<file path="config.mk">
export PLATFORM = sky130hd
export DESIGN_NAME = a2d_spi_resp
export DESIGN_NICKNAME = d
export VERILOG_FILES = /design/src/rtl/a2d_spi_resp.sv
export SDC_FILE = /design/constraint.sdc
export NUM_CORES = 1
export LEC_CHECK = 0
export ABC_AREA = 1
export ABC_CLOCK_PERIOD_IN_PS = 4030
export CORE_MARGIN = 3
export CORE_UTILIZATION = 46
export DETAILED_ROUTE_END_ITERATION = 8
export GPL_TIMING_DRIVEN = 1
export PLACE_DENSITY = 0.66
export REMOVE_ABC_BUFFERS = 1
export SYNTH_ARGS = -nofsm -noshare
export SYNTH_HDL_FRONTEND = slang
export SYNTH_SLANG_ARGS = --single-unit
</file>
<file path="constraint.sdc">
create_clock -name clk -period 4.03 [get_ports clk]
set_input_delay 0.806 -clock clk [delete_from_list [all_inputs] [get_ports clk]]
set_output_delay 0.806 -clock clk [all_outputs]
set_load 0.02 [all_outputs]
</file>
<file path="src/rtl/a2d_spi_resp.sv">
// A2D conversion responder: two 16-bit SPI frames (address, then read) to an 8-channel ADC.
// Latency: strt_cnv accepted at edge 0 -> cnv_cmplt at edge 1041+GAP_CLKS.
// Backpressure: none; strt_cnv is dropped while a conversion is in flight.
module a2d_spi_resp #(
    parameter int GAP_CLKS = 8
) (
    input  logic        clk,
    input  logic        rst,
    input  logic        strt_cnv,
    input  logic [2:0]  chnnl,
    output logic        cnv_cmplt,
    output logic [11:0] res,
    output logic        SS_n,
    output logic        SCLK,
    output logic        MOSI,
    input  logic        MISO
);

    localparam int              GW        = (GAP_CLKS < 1) ? 1 : $clog2(GAP_CLKS + 1);
    localparam logic [4:0]      SCLK_LOAD = 5'b10111;
    localparam logic [GW-1:0]   GAP_LAST  = GW'(GAP_CLKS);

    typedef enum logic [2:0] {
        IDLE   = 3'd0,
        FRAME1 = 3'd1,
        GAP    = 3'd2,
        FRAME2 = 3'd3,
        DONE   = 3'd4
    } state_t;

    state_t          state;
    state_t          state_nxt;

    logic [2:0]      ch_q;
    logic [15:0]     tx;
    logic [11:0]     rx;
    logic [4:0]      sclk_cnt;
    logic [4:0]      bit_cnt;
    logic [GW-1:0]   gap_cnt;

    logic            in_frame;
    logic            accept;
    logic            rise;
    logic            fall;
    logic            frame_end;
    logic            gap_done;

    always_comb begin
        in_frame  = (state == FRAME1) || (state == FRAME2);
        accept    = strt_cnv && ((state == IDLE) || (state == DONE));
        rise      = in_frame && (sclk_cnt == 5'b01111);
        fall      = in_frame && (sclk_cnt == 5'b11111);
        // After the 16th rise the frame closes as the counter reaches 11111,
        // so SCLK is left high and no trailing fall is generated.
        frame_end = in_frame && (bit_cnt == 5'd16) && (sclk_cnt == 5'b11110);
        gap_done  = (state == GAP) && (gap_cnt == GAP_LAST);
    end

    always_ff @(posedge clk) begin
        if (rst) begin
            state <= IDLE;
        end else begin
            state <= state_nxt;
        end
    end

    always_comb begin
        state_nxt = state;
        case (state)
            IDLE:    if (accept)    state_nxt = FRAME1;
            FRAME1:  if (frame_end) state_nxt = GAP;
            GAP:     if (gap_done)  state_nxt = FRAME2;
            FRAME2:  if (frame_end) state_nxt = DONE;
            DONE:    if (accept)    state_nxt = FRAME1;
            default:                state_nxt = IDLE;
        endcase
    end

    always_ff @(posedge clk) begin
        if (rst) begin
            ch_q      <= 3'd0;
            tx        <= 16'h0000;
            rx        <= 12'h000;
            sclk_cnt  <= SCLK_LOAD;
            bit_cnt   <= 5'd0;
            gap_cnt   <= '0;
            cnv_cmplt <= 1'b0;
            res       <= 12'h000;
        end else begin
            if (accept) begin
                ch_q      <= chnnl;
                cnv_cmplt <= 1'b0;
                tx        <= {2'b00, chnnl, 11'h000};
                sclk_cnt  <= SCLK_LOAD;
                bit_cnt   <= 5'd0;
            end

            if (in_frame) begin
                sclk_cnt <= sclk_cnt + 5'd1;
                // Only the low 12 bits are kept; upper response bits fall off the end.
                if (rise) begin
                    rx      <= {rx[10:0], MISO};
                    bit_cnt <= bit_cnt + 5'd1;
                end
                // The opening fall precedes any rise and must not shift out the MSB.
                if (fall && (bit_cnt != 5'd0)) begin
                    tx <= {tx[14:0], 1'b0};
                end
            end

            if (frame_end) begin
                gap_cnt <= '0;
                if (state == FRAME2) begin
                    res       <= rx;
                    cnv_cmplt <= 1'b1;
                end
            end

            if (state == GAP) begin
                gap_cnt <= gap_cnt + 1'b1;
                if (gap_done) begin
                    tx       <= {2'b00, ch_q, 11'h000};
                    sclk_cnt <= SCLK_LOAD;
                    bit_cnt  <= 5'd0;
                end
            end
        end
    end

    assign SS_n = ~in_frame;
    assign SCLK = ~in_frame | sclk_cnt[4];
    assign MOSI = in_frame & tx[15];

endmodule

</file>
# Word level (Yosys, flattened, before mapping)

Cells that the tools add are included.
W data, S select, Z words.

Register bits after elaboration: 61
Output and inout bits: 16

Add/sub/neg operators: 3
Equal/unequal tests: 13
Multiplexer cells: 24
Bitwise gates (word level): 3
Reduce and logical (&&, ||, !) cells: 16

Operator list:

| kind                  | number |
|---|---|
| $mux W16              | 5 |
| $mux W5               | 9 |
| $eq A5 B5 Y1 const B  | 3 |
| $mux W3               | 4 |
| $pmux W3 S4           | 1 |
| $add A5 B1 Y5 const B | 2 |
| $mux W4               | 2 |
| $logic_and A1 B1 Y1   | 7 |
| $eq A3 B2 Y1 const B  | 2 |
| $ne A2 B2 Y1 const B  | 3 |
| $eq A5 B4 Y1 const B  | 1 |
| $reduce_bool A5 Y1    | 1 |
| $add A4 B1 Y4 const B | 1 |
| $eq A4 B4 Y1 const B  | 1 |
| $reduce_and A2 Y1     | 2 |
| $reduce_and A4 Y1     | 1 |
| $eq A3 B1 Y1 const B  | 1 |
| $eq A3 B3 Y1 const B  | 1 |
| $logic_not A3 Y1      | 1 |
| $mux W1               | 3 |
| $logic_or A1 B1 Y1    | 2 |
| $ne A2 B1 Y1 const B  | 1 |
| $reduce_bool A2 Y1    | 1 |
| $reduce_or A2 Y1      | 1 |
| 3 further kinds       | 3 |

# Logic depth before layout (Yosys ltp)

Depth in word-level cells: 8
Depth in mapped cells: 12
Gate-level depth less buffers: 12

# Worst setup path after synthesis

No wires, ideal clock.

Path kind: register to output
Start: reg state[2]
End: out MOSI
Arrival time: 0.864 ns
Data required time: 3.224 ns
Setup slack: 2.360 ns
Stages on the path, launching flop included: 4
Path buffers: 0
Path through: dfxtp_1 -> inv_2 -> nand2_4 -> nor2_1

Word-level cells in the longest chain between the ends: 3
Elaborated cells between the ends (all ways): 4
Those cells by class: eq/ne (2); bitwise (1); reduce/logical (1)

Ends and longest elaborated chain:

| item                                         | RTL line | RTL |
|---|---|---|
| from (decl)                                  | 31       | `state_t state;` |
| from (signal assigned)                       | 63       | `state <= state_nxt;` |
| $eq A3 B1 Y1 or $eq A3 B2 Y1 (tied branches) | 49       | `in_frame = (state == FRAME1) \|\| (state == FRAME2);` |
| $logic_or A1 B1 Y1 *                         | 49       |  |
| $and A1 B1 Y1 *                              | 132      | `assign MOSI = in_frame & tx[15];` |
| to (decl)                                    | 15       | `output logic MOSI,` |

Every way passes the cells marked *; elsewhere a longest branch is shown, timed or not.

# Worst setup path after layout

Start: reg state[0]
End: out SCLK

Word-level cells in the longest chain between the ends: 4
Elaborated cells between the ends (all ways): 5
Those cells by class: eq/ne (2); bitwise (2); reduce/logical (1)

Ends and longest elaborated chain:

| item                                         | RTL line | RTL |
|---|---|---|
| $eq A3 B1 Y1 or $eq A3 B2 Y1 (tied branches) | 49       |  |
| $logic_or A1 B1 Y1 *                         | 49       |  |
| $not A1 Y1 *                                 | 131      | `assign SCLK = ~in_frame \| sclk_cnt[4];` |
| $or A1 B1 Y1 *                               | 131      |  |
| to (decl)                                    | 14       | `output logic SCLK,` |

Marked as above.

==> flow_summary.ini <==
[status]
status = complete, no violations

[clocking]
hold_buffers = 0
htree_levels = 3
postCtsSetupBuffers = 0
clkTransAtPathRegs_ns = 0.07
cts_root_buf = clkbuf_8
clock_latency_ns = 0.34
cts_buffer_depth = 2
cts_made_buffers = 9
cts_tree = built
cts.sinks = 61
ctsResizeCount = 0

[layout]
nets = 375
area_growth_pct = 16.60
drive_above_1_share_pct = 11.51
n_antenna_cell = 0
n_fill_cell = 530
design_area_mm2 = 0.003093

[run]
cap_violations = 0

[floorplanning]
dieArea_mm2 = 0.006713
die_h_um = 81.94
pin_count = 23
floorplan.rows = 27
core_area_mm2 = 0.005540
start_util_pct = 47.88
die_x_um = 81.94

[synth]
synth-xor-area-share_pct = 1.651
synthAdderAreaFrac_pct = 3.774
syn_area_mm2 = 0.002653
ys_seq_area_share_pct = 46.04
synth_area_leaders = dfxtp_1 (46%), nand2_1 (12%), a21oi_1 (7.4%)
synth-main-ff-cell = dfxtp_1
synthSimpleGateAreaFrac_pct = 26.93
yosys.area.top_type = dfxtp_1
ys_async_sr_fraction_pct = 0
synth_compound_area_share_pct = 14.34
ys_ff_latch = 61
synthCells = 340
synthMuxAreaShare_pct = 0
ys_warn_count = 0
synth_edf_count = 0
ys_types = 31
synth_top_family_by_area = simple AND/OR/NAND/NOR gates
avgSynthCellArea_um2 = 7.802
synth_top_area_share_pct = 46.04

[worst_setup_path]
cp.arrival_ns = 1.71
crit_chain = inv_2 -> nor2_4 -> nand2_1 -> clkdlybuf4s50_1
crit_path_max_incr_delay_ns = 0.54
cp_max_fo = 8
crit_type = register to output port
required_ns = 3.22
crit_path_start_kind = register
endpoint_kind = output port
setup.worst_path.start = state[0]
timing.rr.start = sclk_cnt[0]
cp_slowest_cell = clkdlybuf4s50_1

[timing]
final.setup_skew_ns = 0.006297
setup_viol = 0
tightest_slew_ns = 0.7230
slew_violations = 0
fin_ws_ns = 1.517
fin_crit_ns = 2.513
rsz0062_at_grt = false
setup_tns_ns = 0
layout_worst_path_cycle_share_pct = 62.35
fmax_mhz = 398.0
hold_viol = 0
maxSlewHeadroom_pct = 51.68

[power_and_ir_drop]
combPwrFrac_pct = 23.1
intPower_uw = 1064
seq_power_share_pct = 43.4
p_switching_uw = 538.6
ir_worst_vdd_mv = 0.2931
clkPwrFrac_pct = 33.5
switching_share_pct = 33.61
p_leak_uw = 0.001183
powerDensity_mw_per_mm2 = 518.2

[drt]
vias = 2216
wl_mm = 5.185
ant_nets = 0
dr.pass1.iters = 4
route.detailed.drc = 0
wl_per_cell_um = 11.86
vias_per_cell = 5.071
drt_iter0_drc = 156

[global_route]
antenna_found_initial = 0
grt_pass1_wl_mm = 8.907
globalRouteTotalUtil_pct = 17.36
grt_start_max_net_pins = 34
grt.overflow.total = 0
grt_pass1_vias = 1919

[placed_design]
dp_slack_ns = 1.420
place.gp.congestion = 0.7625
hpwl_mm = 3.434
io_buffers = 22
dpl_cell_area_mm2 = 0.002894

[worst_hold_path]
worst_hold_path_type = register to register
worstHoldStart = tx[0]
## through the flow
step / util (%) / hold WS, ns / total power (uW) / instances
floorplan: - / 0.4252 / 974.3 / 325
global placement: 52.24 / 0.4328 / 1072 / 421
detailed placement: 52.24 / 0.4423 / 1079 / 421
CTS: 55.83 / 0.4522 / 1626 / 437
global route: 55.83 / 0.4736 / 1718 / 437
finish: 55.83 / 0.4485 / 1603 / 437
## layout by cell type, fill, tap and decap left out, types with 3 or more instances in the layout
master,count
a21oi_1,39
nand2_4,4
inv_2,4
dfxtp_1,61
o21ai_2,7
clkbuf_8,9
nand3_1,20
ha_1,8
nand4_1,13
clkdlybuf4s50_1,22
nand2_1,85
nor2_1,23
o21ai_0,18
xor2_1,3
clkinvlp_4,3
inv_1,21
## flip-flops by register name, summed over array words and instances, names as in the netlist
signal / cells
ch_q: 3
gap_cnt: 4
cnv_cmplt: 1
sclk_cnt: 5
state: 3
bit_cnt: 5
rx: 12
res: 12
tx: 16
## final cells by class
cell class	count	area (um2)	share of cell area, %
multi-input combinational	237	1239	40.05
inverter	27	108.9	3.519
tap	72	90.09	2.913
clock buffer	9	123.9	4.005
clock inverter	7	75.07	2.427
timing repair buffer	24	235.2	7.605
sequential	61	1221	39.48
## critical path: cells and delay by family (launching register included)
family	cells	cell delay [ns]
buf+inv	2	0.64
flops	1	0.43
simple gates	2	0.29
## power groups by stage
stage               logic [uW]  registers, uW  clock network (uW)
floorplan                  275            700                   0
global placement           363            709                   0
detailed placement         369            710                   0
CTS                        372            695                 559
global route               431            702                 585
finish                     370            696                 537
## routing by layer
| layer | part of all wire [%] | GRT usage (%) |
|---|---|---|
| met5 | 0 | 0 |
| met4 | 1.5 | 5.482 |
| met3 | 4.5 | 7.346 |
| met2 | 44 | 25.93 |
| met1 | 50 | 22.61 |
## cells in the mapped netlist, types with 2 or more instances
library cell	instances
nand2_2	2
nor2_1	23
buf_4	4
o21ai_2	7
dfxtp_1	61
ha_1	8
o21ai_0	18
buf_2	4
nand2_4	4
xor2_1	3
a21oi_1	39
xnor2_1	2
inv_1	21
clkbuf_1	5
inv_2	4
nand3_1	20
nor3_1	2
o211ai_1	2
nand2_1	85
o21ai_1	2
nand4_1	13
nor2_4	2
## final timing paths
check	endpoint	slack, ns	cells past startpoint
worst min-delay path	tx[0]	0.45	2
worst min register to register	tx[0]	0.45	2
worst max-delay path	SCLK	1.52	4
worst max register to register	bit_cnt[4]	2.08	9
## cells by family (layout without fill, tap and decap cells)
| family | count (synthesis) | after routing |
|---|---|---|
| adder cells (fa/ha/maj) | 8 | 8 |
| flip-flops | 61 | 61 |
| buffers and inverters | 42 | 67 |
| AND/OR/NAND/NOR | 155 | 155 |
| AO/OA/AOI/OAI | 69 | 69 |
| XOR/XNOR | 5 | 5 |
Note: power is estimated with default switching activity, not from simulation.
